### src/rtl/audio_mixer_dac.sv
// audio_mixer_dac: N-channel mixer with per-channel volume, mute and L/R
// routing, saturating signed PCM outputs and first-order sigma-delta streams.
module audio_mixer_dac #(
    parameter int CHANNELS = 2,
    parameter int IN_W     = 8,
    parameter int VOL_W    = 4,
    parameter int OUT_W    = 16
) (
    input  logic                      clk_sys,
    input  logic                      reset,
    input  logic                      ce_sample,
    input  logic [CHANNELS*IN_W-1:0]  ch_data,
    input  logic [CHANNELS*VOL_W-1:0] ch_vol,
    input  logic [CHANNELS-1:0]       ch_mute,
    input  logic [2*CHANNELS-1:0]     ch_route,
    output logic [OUT_W-1:0]          audio_l,
    output logic [OUT_W-1:0]          audio_r,
    output logic                      sample_vld,
    output logic                      clip,
    output logic                      overrun,
    output logic                      dsm_l,
    output logic                      dsm_r
);

    localparam int TW    = IN_W + VOL_W;
    localparam int ACC_W = TW + $clog2(CHANNELS) + 1;
    localparam int SH    = OUT_W - TW;
    localparam int KW    = (CHANNELS > 1) ? $clog2(CHANNELS) : 1;

    localparam logic [KW-1:0] K_LAST = KW'(CHANNELS - 1);
    localparam logic signed [ACC_W-1:0] C_MAX = ACC_W'((2 ** (TW - 1)) - 1);
    localparam logic signed [ACC_W-1:0] C_MIN = ~C_MAX;
    localparam logic [OUT_W-1:0] C_MSB = {1'b1, {(OUT_W - 1){1'b0}}};

    typedef enum logic [1:0] {S_IDLE, S_ACC, S_SAT} state_t;

    state_t                  r_state;
    state_t                  w_next;
    logic [KW-1:0]           r_k;
    logic signed [ACC_W-1:0] r_acc_l;
    logic signed [ACC_W-1:0] r_acc_r;

    logic                    w_clr;
    logic                    w_acc_en;
    logic                    w_last;
    logic                    w_ovr;

    logic [IN_W-1:0]         w_d [CHANNELS];
    logic [VOL_W-1:0]        w_v [CHANNELS];
    logic [IN_W-1:0]         w_din;
    logic [VOL_W-1:0]        w_vin;
    logic                    w_mute;
    logic                    w_to_l;
    logic                    w_to_r;
    logic signed [IN_W-1:0]  w_sx;
    logic signed [ACC_W-1:0] w_sx_e;
    logic signed [ACC_W-1:0] w_vol_e;
    logic signed [ACC_W-1:0] w_term;
    logic signed [ACC_W-1:0] w_nxt_l;
    logic signed [ACC_W-1:0] w_nxt_r;

    logic [TW:0]             w_sat_l;
    logic [TW:0]             w_sat_r;
    logic signed [TW-1:0]    w_cl_l;
    logic signed [TW-1:0]    w_cl_r;
    logic signed [OUT_W-1:0] w_ext_l;
    logic signed [OUT_W-1:0] w_ext_r;

    logic [OUT_W-1:0]        r_int_l;
    logic [OUT_W-1:0]        r_int_r;
    logic [OUT_W:0]          w_sum_l;
    logic [OUT_W:0]          w_sum_r;

    // Clamp to the signed TW-bit range; top bit flags that clamping happened.
    function automatic logic [TW:0] sat_fn(input logic signed [ACC_W-1:0] a);
        if (a > C_MAX) begin
            return {1'b1, C_MAX[TW-1:0]};
        end else if (a < C_MIN) begin
            return {1'b1, C_MIN[TW-1:0]};
        end else begin
            return {1'b0, a[TW-1:0]};
        end
    endfunction

    // Unpack the flat channel buses so the active channel can be indexed by r_k.
    always_comb begin
        for (int i = 0; i < CHANNELS; i++) begin
            w_d[i] = ch_data[i*IN_W +: IN_W];
            w_v[i] = ch_vol[i*VOL_W +: VOL_W];
        end
    end

    assign w_din   = w_d[r_k];
    assign w_vin   = w_v[r_k];
    assign w_mute  = ch_mute[r_k];
    assign w_to_l  = ch_route[{r_k, 1'b0}];
    assign w_to_r  = ch_route[{r_k, 1'b1}];
    assign w_sx    = {~w_din[IN_W-1], w_din[IN_W-2:0]};
    assign w_sx_e  = ACC_W'(w_sx);
    assign w_vol_e = ACC_W'(w_vin);
    assign w_term  = w_mute ? '0 : w_sx_e * w_vol_e;
    assign w_nxt_l = w_to_l ? r_acc_l + w_term : r_acc_l;
    assign w_nxt_r = w_to_r ? r_acc_r + w_term : r_acc_r;

    // The last channel's sum is clamped on the fly so the result lands in SAT.
    assign w_sat_l = sat_fn(w_nxt_l);
    assign w_sat_r = sat_fn(w_nxt_r);
    assign w_cl_l  = w_sat_l[TW-1:0];
    assign w_cl_r  = w_sat_r[TW-1:0];
    assign w_ext_l = OUT_W'(w_cl_l);
    assign w_ext_r = OUT_W'(w_cl_r);

    // State register.
    always_ff @(posedge clk_sys) begin
        if (reset) begin
            r_state <= S_IDLE;
        end else begin
            r_state <= w_next;
        end
    end

    // Next-state: one ACC cycle per channel, then a single SAT cycle.
    always_comb begin
        w_next = r_state;
        case (r_state)
            S_IDLE:  if (ce_sample) w_next = S_ACC;
            S_ACC:   if (r_k == K_LAST) w_next = S_SAT;
            S_SAT:   w_next = S_IDLE;
            default: w_next = S_IDLE;
        endcase
    end

    // FSM control outputs.
    always_comb begin
        w_clr    = (r_state == S_IDLE) && ce_sample;
        w_acc_en = (r_state == S_ACC);
        w_last   = (r_state == S_ACC) && (r_k == K_LAST);
        w_ovr    = (r_state != S_IDLE) && ce_sample;
    end

    // Channel counter and accumulators, cleared when a new sample starts.
    always_ff @(posedge clk_sys) begin
        if (reset || w_clr) begin
            r_k     <= '0;
            r_acc_l <= '0;
            r_acc_r <= '0;
        end else if (w_acc_en) begin
            r_k     <= r_k + KW'(1);
            r_acc_l <= w_nxt_l;
            r_acc_r <= w_nxt_r;
        end
    end

    // PCM outputs and status pulses; audio holds between samples.
    always_ff @(posedge clk_sys) begin
        if (reset) begin
            audio_l    <= '0;
            audio_r    <= '0;
            sample_vld <= 1'b0;
            clip       <= 1'b0;
            overrun    <= 1'b0;
        end else begin
            sample_vld <= w_last;
            clip       <= w_last && (w_sat_l[TW] || w_sat_r[TW]);
            overrun    <= w_ovr;
            if (w_last) begin
                audio_l <= w_ext_l <<< SH;
                audio_r <= w_ext_r <<< SH;
            end
        end
    end

    assign w_sum_l = {1'b0, r_int_l} + {1'b0, audio_l ^ C_MSB};
    assign w_sum_r = {1'b0, r_int_r} + {1'b0, audio_r ^ C_MSB};

    // First-order sigma-delta: the integrator carry is the output bit.
    always_ff @(posedge clk_sys) begin
        if (reset) begin
            r_int_l <= '0;
            r_int_r <= '0;
            dsm_l   <= 1'b0;
            dsm_r   <= 1'b0;
        end else begin
            r_int_l <= w_sum_l[OUT_W-1:0];
            r_int_r <= w_sum_r[OUT_W-1:0];
            dsm_l   <= w_sum_l[OUT_W];
            dsm_r   <= w_sum_r[OUT_W];
        end
    end

endmodule
### config.mk
export PLATFORM = sky130hd
export DESIGN_NAME = audio_mixer_dac
export DESIGN_NICKNAME = d
export VERILOG_FILES = /design/src/rtl/audio_mixer_dac.sv
export SDC_FILE = /design/constraint.sdc
export NUM_CORES = 1
export LEC_CHECK = 0
export CAP_MARGIN = 40
export CELL_PAD_IN_SITES_DETAIL_PLACEMENT = 0
export CELL_PAD_IN_SITES_GLOBAL_PLACEMENT = 1
export CORE_MARGIN = 3
export CORE_UTILIZATION = 44
export DETAILED_ROUTE_END_ITERATION = 10
export PLACE_DENSITY_LB_ADDON = 0.25
export RECOVER_POWER = 50
export SLEW_MARGIN = 20
export SYNTH_ARGS = -nofsm -noshare
export SYNTH_HDL_FRONTEND = slang
export SYNTH_SLANG_ARGS = --single-unit
### constraint.sdc
create_clock -name clk_sys -period 10.5 [get_ports clk_sys]
set_clock_uncertainty 0.15 [all_clocks]
set_input_delay 2.625 -clock clk_sys [delete_from_list [all_inputs] [get_ports clk_sys]]
set_output_delay 2.625 -clock clk_sys [all_outputs]
set_load 0.1 [all_outputs]
== Word-level counts from Yosys, hierarchy flattened ==
Index checks and enable logic that the tools add are counted.

* Register bits after elaboration: 92
* Output and inout bits: 37
* Logic and storage cells: 65

* $add $sub $neg: 5
* Multiply operators: 1
* Order comparisons: 8
* Equality and inequality tests: 3
* Mux-type cells: 22
* Bitwise operators: 4
* Reduce and logical (&&, ||, !) cells: 9

{| class="wikitable"
|+ Operator list
! operator !! number
|-
| two-way mux 13 bit || 4
|-
| two-way mux 14 bit || 3
|-
| adder 16 x 16 -> 17 bit || 2
|-
| adder 14 bit || 2
|-
| greater-than comparator 14 x 12 -> 1 bit (second input constant) || 2
|-
| less-than comparator 14 x 12 -> 1 bit (second input constant) || 2
|-
| two-way mux 8 bit || 3
|-
| multiplier 8 x 5 -> 13 bit || 1
|-
| two-way mux 4 bit || 3
|-
| less-than comparator 2 x 3 -> 1 bit (second input constant) || 2
|-
| two-way mux 1 bit || 6
|-
| logical AND 1 bit || 4
|-
| two-way mux 2 bit || 2
|-
| inequality test 2 bit (second input constant) || 2
|-
| one-hot mux 2 bit (2 select lines) || 1
|-
| NOT 1 bit || 3
|-
| == test 2 x 1 -> 1 bit (second input constant) || 1
|-
| greater-or-equal comparator 2 bit (second input constant) || 1
|-
| logical NOT 2 bit || 1
|-
| logical OR 1 bit || 2
|-
| less-than comparator 1 x 2 -> 1 bit (second input constant) || 1
|-
| NOT 1 -> 2 bit || 1
|-
| AND reduction 2 bit || 1
|-
| nonzero test 2 bit || 1
|-
| adder 1 bit (second input constant) || 1
|}

== Longest topological paths before layout ==
Gate-level depths: netlist (run 1).

* Word-level depth: 14
* Mapped depth: 29
* Mapped depth without buffers: 25

== Least setup slack after synthesis (run 1) ==
OpenSTA, ideal clock, no wires.

* Path kind: input port to flip-flop
* From: input port ch_vol[6]
* To: register audio_r[12]
* Arrival time: 7.989 ns
* Setup slack: 2.229 ns
* Cell stages on the path: 26
* Cell sequence: and2_1 -> clkbuf_1 -> a22o_1 -> ha_1 -> inv_1 -> fa_1 -> fa_1 -> inv_1 -> ha_1 -> o21ai_1 -> o21ai_0 -> a21oi_1 -> xor2_1 -> nor2_1 -> ha_1 -> or4_1 -> nor2_1 -> nor2_1 -> maj3_2 -> o211a_1 -> or4_1 -> and3_4 -> a22oi_4 -> buf_6 -> o211a_1 -> nor3_1

* Word-level cells in the longest chain between the ends: 10

{| class="wikitable"
|+ Ends and longest elaborated chain
! what !! RTL line !! text
|-
| start: declaration || 13 || <nowiki>input logic [CHANNELS*VOL_W-1:0] ch_vol,</nowiki>
|-
| two-way mux 4 bit (not written as such) * (3 in a row) || 94 || <nowiki>assign w_vin = w_v[r_k];</nowiki>
|-
| multiplier 8 x 5 -> 13 bit * || 101 || <nowiki>assign w_term = w_mute ? '0 : w_sx_e * w_vol_e;</nowiki>
|-
| two-way mux 14 bit * || 101 ||
|-
| adder 14 bit * || 103 || <nowiki>assign w_nxt_r = w_to_r ? r_acc_r + w_term : r_acc_r;</nowiki>
|-
| two-way mux 14 bit * || 103 ||
|-
| less-than comparator 14 x 12 -> 1 bit || 78 || <nowiki>end else if (a < C_MIN) begin</nowiki>
|-
| two-way mux 13 bit || 78 ||
|-
| two-way mux 13 bit * || 76 || <nowiki>if (a > C_MAX) begin</nowiki>
|-
| end signal: assignment || 168 || <nowiki>audio_r <= w_ext_r <<< SH;</nowiki>
|-
| end: declaration || 17 || <nowiki>output logic [OUT_W-1:0] audio_r,</nowiki>
|}

Mark *: on every way between the ends. The rest lies on a longest branch, timed or not. The select of a mux whose other input is x is not followed.
A chain may end at the register's enable or synchronous reset.

== Final worst setup path (run 1) ==
* From: input port ch_vol[2]
* To: register audio_r[5]

Same word-level chain as after synthesis.

==> results by group, run 1 <==
Route
  • Iteration-0 DRC Markers: 369
  • Wire per inst: 15.4 um
  • Final WL: around 18000 um
  • DRT antenna net count: 0
  • DRC Markers: 0
  • Vias: 6334
  • Drt first pass iters: 5
  • DR vias/cell: 5.52

Power
  • Pwr Total: 1.35 mW
  • Pwr/cell area: 163 mW/mm2
  • Peak VDD IR: 0.0000787 V
  • Leakage power: 3.57 nW

Setup path
  • CP Capture Type: flip-flop
  • Launch point of the critical path: ch_vol[2]
  • Slowest CP cell: fa_1
  • Crit-path max FO: 11
  • Crit Path Class: primary input to flip-flop
  • R2R setup slack: 3.46 ns
  • Worst path cell trace: clkdlybuf4s50_1 -> nor2b_1 -> a22o_1 -> ha_1 -> inv_1 -> fa_1 -> fa_1 -> inv_1 -> ha_1 -> nor2b_4 -> o31a_4 -> a211oi_1 -> ha_1 -> o21ai_0 -> nand2b_1 -> a21oi_1 -> nor2_1 -> maj3_2 -> o211a_1 -> or4_1 -> and3_4 -> o211ai_2 -> o211a_1 -> a211oi_1
  • Critical path's largest stage delay: between 0.5 and 0.6 ns
  • Worst EP arrival: 9.18 ns
  • Worst EP required: roughly 10 ns
  • Worst reg-to-reg path cell count: 24
  • Crit Reg-Reg Endpoint: audio_r[5]
  • Critical Path Sink: audio_r[5]
  • CP startpoint kind: primary input
  • Origin of the critical flop-to-flop path: r_k
  • Most common cell on crit path: ha_1

Clocking
  • Root Driver: clkbuf_16
  • H-Tree Depth: 3
  • Total CTS buffers: 9
  • CTS tree: built
  • Setup Buffers After CTS: 0
  • Clock slew at reported path FFs: 0.07 ns
  • Clock sink count: between 80 and 90
  • Clock Latency Late Sink: 0.34 ns
  • Clock tree buffer depth: 2
  • Hold buffer count at cts: 0
  • CTS-repair resized insts: 0

Floorplanning
  • Core area: 0.0155 mm2
  • Site Rows: 45
  • Die area: around 0.018 mm2
  • Initial Utilization: 0.457
  • IO Count: 70
  • Die Y: 133 um
  • Die Width: ~130 um

STA
  • Sum Neg Setup Slack: 0 ns
  • WHS: 0.328 ns
  • Fmax: 0.108 GHz
  • RSZ-0062 raised after global routing: no
  • Final setup vio count: 0
  • Worst-Margin Slew: 2.62 ns
  • Final Cycle Share: 0.880
  • Fin crit period: between 9 and 10 ns
  • Final hold vios: 0
  • Max-slew violation count: 58
  • Max-slew headroom: -0.745

Layout
  • Post-route cell area: 0.00828 mm2
  • N_diodes: 0
  • Nets@finish: 1053
  • Layout area overhead: 16.9%
  • Ratio of cells with drive above 1 in the final layout: 0.0652
  • Most common cell after layout, fill and taps aside: nor2_1
  • Filler cell count in the final layout: 1449
  • Layout Utilization: 0.535
  • Commonest cells after routing, fill and taps aside: 103 x nor2_1, 84 x dfxtp_1, 68 x ha_1, 61 x inv_1, 60 x clkdlybuf4s50_1

Logic synthesis
  • EDFF count, synth: 0
  • Async set-reset flop share out of synthesis: 0
  • Yosys cell types: 77
  • Mapped Cells: 864
  • Synthesized area per cell: around 8 um2
  • Ys Warns: 0
  • Top_reg_cell synth: dfxtp_1
  • Register area share after synthesis: 0.238
  • Mapped Area: around 0.0071 mm2
  • Register bit total from synthesis: 84

Placement
  • Port bufs: 61
  • DP Area: slightly above 0.008 mm2
  • HPWL Detailed: 13800 um
  • GPL Wtd Cong: approximately 0.86

Global route
  • GRT Total Usage: 0.202
  • Number of global-route vias before repair: ~6400
  • Largest net degree at the start of global routing: 58
  • First-pass GRT wire length: 29900 um
  • Initial antenna violation count: 0
  • Remaining Overflow, GRT: 0

Run status
  • Violated checks: capacitance limit, slew limit
  • Status: finished, violations left

Run
  • Max cap viols: 1

Hold path
  • HP Class: flip-flop to flip-flop
==> metal layers <==
| metal | wire length, um | part of all wire | track usage | vias to the layer above |
|---|---|---|---|---|
| met1 | 8260 | 0.47 | 0.263 | 2974 |
| met4 | 478 | 0.027 | 0.0733 | 0 |
| met5 | 0 | 0 | 0 | - |
| li1 | - | - | - | 3178 |
| met2 | 8340 | 0.47 | 0.341 | 144 |
| met3 | 642 | 0.036 | 0.0304 | 38 |
==> stage by stage <==
stage / instances / worst slack (ns)
3_5_place_dp: 1130 / 1.04
4_1_cts: 1146 / 1.38
3_3_place_gp: 1099 / 1.17
5_1_grt: 1147 / 0.665
2_1_floorplan: 871 / 2.23
6_report: 1147 / 1.26
==> worst min-delay path by stage <==
stage                          start          to  cells after the start
after CTS                 r_acc_l[2]  r_acc_l[2]                      2
after global placement    r_state[1]  r_state[0]                      1
final                     r_acc_l[2]  r_acc_l[2]                      2
after global routing      r_acc_l[7]  r_acc_l[7]                      2
after detailed placement  r_acc_l[2]  r_acc_l[2]                      2
after floorplan           r_state[1]  r_state[0]                      1
==> flip-flops by register name, indices dropped and copies added, names as in the netlist <==
| name | count |
|---|---|
| audio_r | 12 |
| r_acc_r | 14 |
| r_acc_l | 14 |
| r_state | 2 |
| dsm_l | 1 |
| r_k | 1 |
| dsm_r | 1 |
| audio_l | 12 |
| r_int_l | 12 |
| sample_vld | 1 |
| overrun | 1 |
| r_int_r | 12 |
| clip | 1 |
==> critical path: cells and delay by family <==
kind            cells  cell delay, ns
compound gates      9            2.28
fa+ha+maj           6            2.25
buf+inv             3            0.60
simple gates        6            1.42
==> cells by family (layout without fill, tap and decap cells) <==
kind of cell | count (synthesis) | count (layout) | synth area share
and+or+nand+nor | 278 | 278 | 0.188
AOI/OAI and AO/OA | 230 | 230 | 0.235
buffers and inverters | 113 | 178 | 0.0684
adders and majority gates | 92 | 92 | 0.184
DFF | 84 | 84 | 0.238
xor gates and xnor gates | 52 | 52 | 0.0643
muxes | 14 | 14 | 0.0224
other | 1 | 8 | 0.000530
==> synth_stat cells (all sizes together) (4+ instances only) <==
library cell	n	share of area
nor2	104	0.055
dfxtp	84	0.24
ha	68	0.12
inv	61	0.032
a21oi	58	0.041
nand2	53	0.028
nor3	43	0.031
o21ai	39	0.028
xnor2	33	0.041
clkbuf	32	0.017
a22o	22	0.027
fa	21	0.059
nor2b	21	0.020
a211oi	20	0.023
buf	20	0.019
xor2	19	0.024
nand3	13	0.0092
o211a	12	0.017
mux2i	11	0.017
a21o	10	0.011
and2	10	0.0088
nand2b	10	0.0088
o21a	6	0.0064
a22oi	5	0.0080
a31oi	5	0.0044
nor3b	5	0.0060
o2111ai	5	0.0062
o21bai	5	0.0053
o22ai	5	0.0044
a21boi	4	0.0042
a32o	4	0.0057
a32oi	4	0.0049
and3	4	0.0042
o211ai	4	0.0057
o31a	4	0.0062
o31ai	4	0.0069
or3	4	0.0035
==> layout make-up <==
| cell class | count | area, um2 | area share |
|---|---|---|---|
| clock buffer | 9 | 225 | 0.0272 |
| clock inverter | 7 | 82.6 | 0.00997 |
| inverter | 61 | 229 | 0.0277 |
| sequential | 84 | 1680 | 0.203 |
| tap | 211 | 264 | 0.0319 |
| multi-input combinational | 674 | 4950 | 0.597 |
| timing repair buffer | 101 | 851 | 0.103 |
==> report_power, final <==
group          leakage [nW]  total (mW)  switching [mW]  internal [mW]
logic                  2.74       0.664           0.409          0.254
clock network         0.150       0.333           0.144          0.189
registers             0.682       0.349          0.0137          0.336
(Power assumes the default switching activity.)
==> run 2: changes to the inputs <==
Settings changed: CELL_PAD_IN_SITES_DETAIL_PLACEMENT 0 to default, CELL_PAD_IN_SITES_GLOBAL_PLACEMENT 1 to default, CORE_UTILIZATION 44 to 46, CTS_CLUSTER_SIZE from default to 16.
==> run 2 against run 1 <==
Effect of this change: the run still ends with capacitance limit, slew limit left; die area is 4.2% lower; worst hold slack worse by 0.0042 ns; power decreased by 1.8%; wire length shrank 4.8%; register-to-register slack gained 0.23 ns; via count decreased by 1.0%; first-iteration DRC count decreased by 13%; sequential power about the same; count of clock-buffer cells in the layout up 2; critical endpoint is now audio_l[5].
==> results by group, run 2 (same netlist as run 1, synthesis figures left out) <==
Run
  • Max cap viols: 1 (unchanged)

Route
  • DRC Markers: 0 (unchanged)
  • Wire per inst: 15.1 um (was 15.4 um)
  • Iteration-0 DRC Markers: 322 (was 369)
  • DR vias/cell: 5.60 (was 5.52)
  • Vias: 6270 (was 6334)
  • DRT antenna net count: 0 (unchanged)
  • Final WL: 16900 um (was 17700 um)
  • Drt first pass iters: 5 (unchanged)

Clocking
  • Clock slew at reported path FFs: 0.07 ns (about the same)
  • CTS-repair resized insts: 0 (unchanged)
  • Clock Latency Late Sink: 0.35 ns (was 0.34 ns)
  • H-Tree Depth: 3 (unchanged)
  • Total CTS buffers: 9 (unchanged)
  • Clock sink count: 84 (unchanged)
  • Setup Buffers After CTS: 0 (unchanged)
  • Root Driver: clkbuf_16 (unchanged)
  • Clock tree buffer depth: 2 (unchanged)
  • CTS tree: built (unchanged)
  • Hold buffer count at cts: 0 (unchanged)

Power
  • Net switching component of the power: 547 uW (was 567 uW)
  • Leakage power: 3.55 nW (was 3.57 nW)
  • Sw frac: 0.414 (was 0.421)
  • Internal Power: 774 uW (was 778 uW)
  • Peak VDD IR: 0.0000845 V (was 0.0000787 V)
  • Comb power frac: 0.492 (was 0.493)
  • Clock power share: 0.243 (was 0.247)
  • Sequential Power Share: 0.265 (was 0.260)
  • Pwr/cell area: 161 mW/mm2 (was 163 mW/mm2)

Placement
  • Port bufs: 61 (unchanged)
  • GPL Wtd Cong: 0.832 (was 0.861)
  • HPWL Detailed: 13000 um (was 13800 um)
  • DP Worst Slack: 1.09 ns (was 1.04 ns)
  • DP Area: 0.00823 mm2 (was 0.00826 mm2)

Layout
  • Post-route cell area: 0.00823 mm2 (was 0.00828 mm2)
  • Layout area overhead: 16.2% (was 16.9%)
  • Biggest regs: r_acc_l x14, r_acc_r x14 (unchanged)
  • Ratio of cells with drive above 1 in the final layout: 0.0641 (was 0.0652)
  • Register area: 0.00168 mm2 (unchanged)
  • Commonest cells after routing, fill and taps aside: 103 x nor2_1, 84 x dfxtp_1, 68 x ha_1, 61 x inv_1, 60 x clkdlybuf4s50_1 (unchanged)
  • Nets@finish: 1053 (unchanged)
  • Filler cell count in the final layout: 1350 (was 1449)
  • Multi-input logic area: 0.00495 mm2 (about the same)
  • Most common cell after layout, fill and taps aside: nor2_1 (unchanged)
  • N_diodes: 0 (unchanged)

STA
  • Setup ws final: 1.38 ns (was 1.26 ns)
  • Final Cycle Share: 0.869 (was 0.880)
  • RSZ-0062 raised after global routing: no (unchanged)
  • Max-slew violation count: 40 (was 58)
  • Fmax: 0.110 GHz (was 0.108 GHz)
  • WHS: 0.324 ns (was 0.328 ns)
  • Fin crit period: 9.12 ns (was 9.24 ns)
  • Max-slew headroom: -0.103 (was -0.745)
  • Sum Neg Setup Slack: 0 ns (unchanged)
  • Final setup vio count: 0 (unchanged)
  • Final hold vios: 0 (unchanged)
  • Worst-Margin Slew: 1.65 ns (was 2.62 ns)

Global route
  • Initial antenna violation count: 1 (was 0)
  • Number of global-route vias before repair: 5930 (was 6353)
  • Remaining Overflow, GRT: 0 (unchanged)
  • Largest net degree at the start of global routing: 40 (was 58)
  • GRT Total Usage: 0.207 (was 0.202)
  • First-pass GRT wire length: 28500 um (was 29900 um)

Floorplanning
  • IO Count: 70 (unchanged)
  • Die area: 0.0169 mm2 (was 0.0176 mm2)
  • Site Rows: 44 (was 45)
  • Die Y: 130 um (was 133 um)
  • Die Width: 130 um (was 133 um)
  • Initial Utilization: 0.478 (was 0.457)
  • Core area: 0.0148 mm2 (was 0.0155 mm2)

Run status
  • Violated checks: capacitance limit, slew limit (unchanged)
  • Status: finished, violations left (unchanged)

Setup path
  • Crit Path Class: primary input to flip-flop (unchanged)
  • Worst EP required: 10.59 ns (was 10.44 ns)
  • Crit-path max FO: 11 (unchanged)
  • CP Capture Type: flip-flop (unchanged)
  • Worst EP arrival: 9.21 ns (was 9.18 ns)
  • CP startpoint kind: primary input (unchanged)

Hold path
  • HP Class: flip-flop to flip-flop (unchanged)
run 2: cell types whose count changed in the layout (fill, tap and decap cells not counted), sizes merged:
cell / change
inv: -2
clkinvlp: +2
clkbuf: +2
clkinv: -2
run 2: stage by stage:
| step | std cells | power (mW) | util |
|---|---|---|---|
| after floorplan | 871 | 0.873 | - |
| after global placement | 1072 | 0.989 | 0.524 |
| after detailed placement | 1104 | 1.01 | 0.556 |
| after CTS | 1120 | 1.34 | 0.576 |
| after global routing | 1120 | 1.42 | 0.556 |
| final | 1120 | 1.32 | 0.556 |
run 2: critical path: stages:
cell and delay (ns):
clkdlybuf4s50_1 0.47, nor2b_1 0.41, a22o_1 0.21, ha_1 0.22, inv_1 0.08, fa_1 0.41, fa_1 0.54, inv_1 0.04
ha_1 0.34, nor2b_4 0.16, o31a_4 0.31, a211oi_1 0.47, ha_1 0.37, o21a_1 0.19, o22ai_1 0.18, a21oi_1 0.08
maj3_2 0.38, a41oi_2 0.22, mux2i_1 0.26, nand4_1 0.21, o31ai_2 0.70, a21oi_1 0.10, a211oi_1 0.23
run 2: final timing paths:
check,to,from,slack [ns],depth (start not counted)
hold / removal,r_acc_r[11],r_acc_r[11],0.32,2
setup reg to reg,audio_l[5],r_k,3.69,21
hold reg to reg,r_acc_r[11],r_acc_r[11],0.32,2
setup / recovery,audio_l[5],ch_vol[2],1.38,23
run 2: area by class of cell:
cell class / instances / share of cell area
inverter: 61 / 0.0278
clock inverter: 5 / 0.00745
sequential: 84 / 0.204
timing repair buffer: 101 / 0.103
clock buffer: 11 / 0.0283
multi-input combinational: 674 / 0.601
tap: 184 / 0.0280
run 2: per-layer routing:
layer / vias to the layer above / global-route usage / wire [um]
met1: 2904 / 0.282 / 7780
met5: - / 0 / 7
met2: 148 / 0.336 / 7900
met4: 2 / 0.0593 / 340
li1: 3189 / - / -
met3: 27 / 0.0389 / 844
run 2: power by group through the flow:
stage               registers [mW]  clock network [mW]  logic (mW)
floorplan                    0.385                   0       0.487
global placement             0.357                   0       0.633
detailed placement           0.356                   0       0.658
CTS                          0.349               0.329       0.661
global route                 0.352               0.338       0.726
finish                       0.350               0.321       0.650
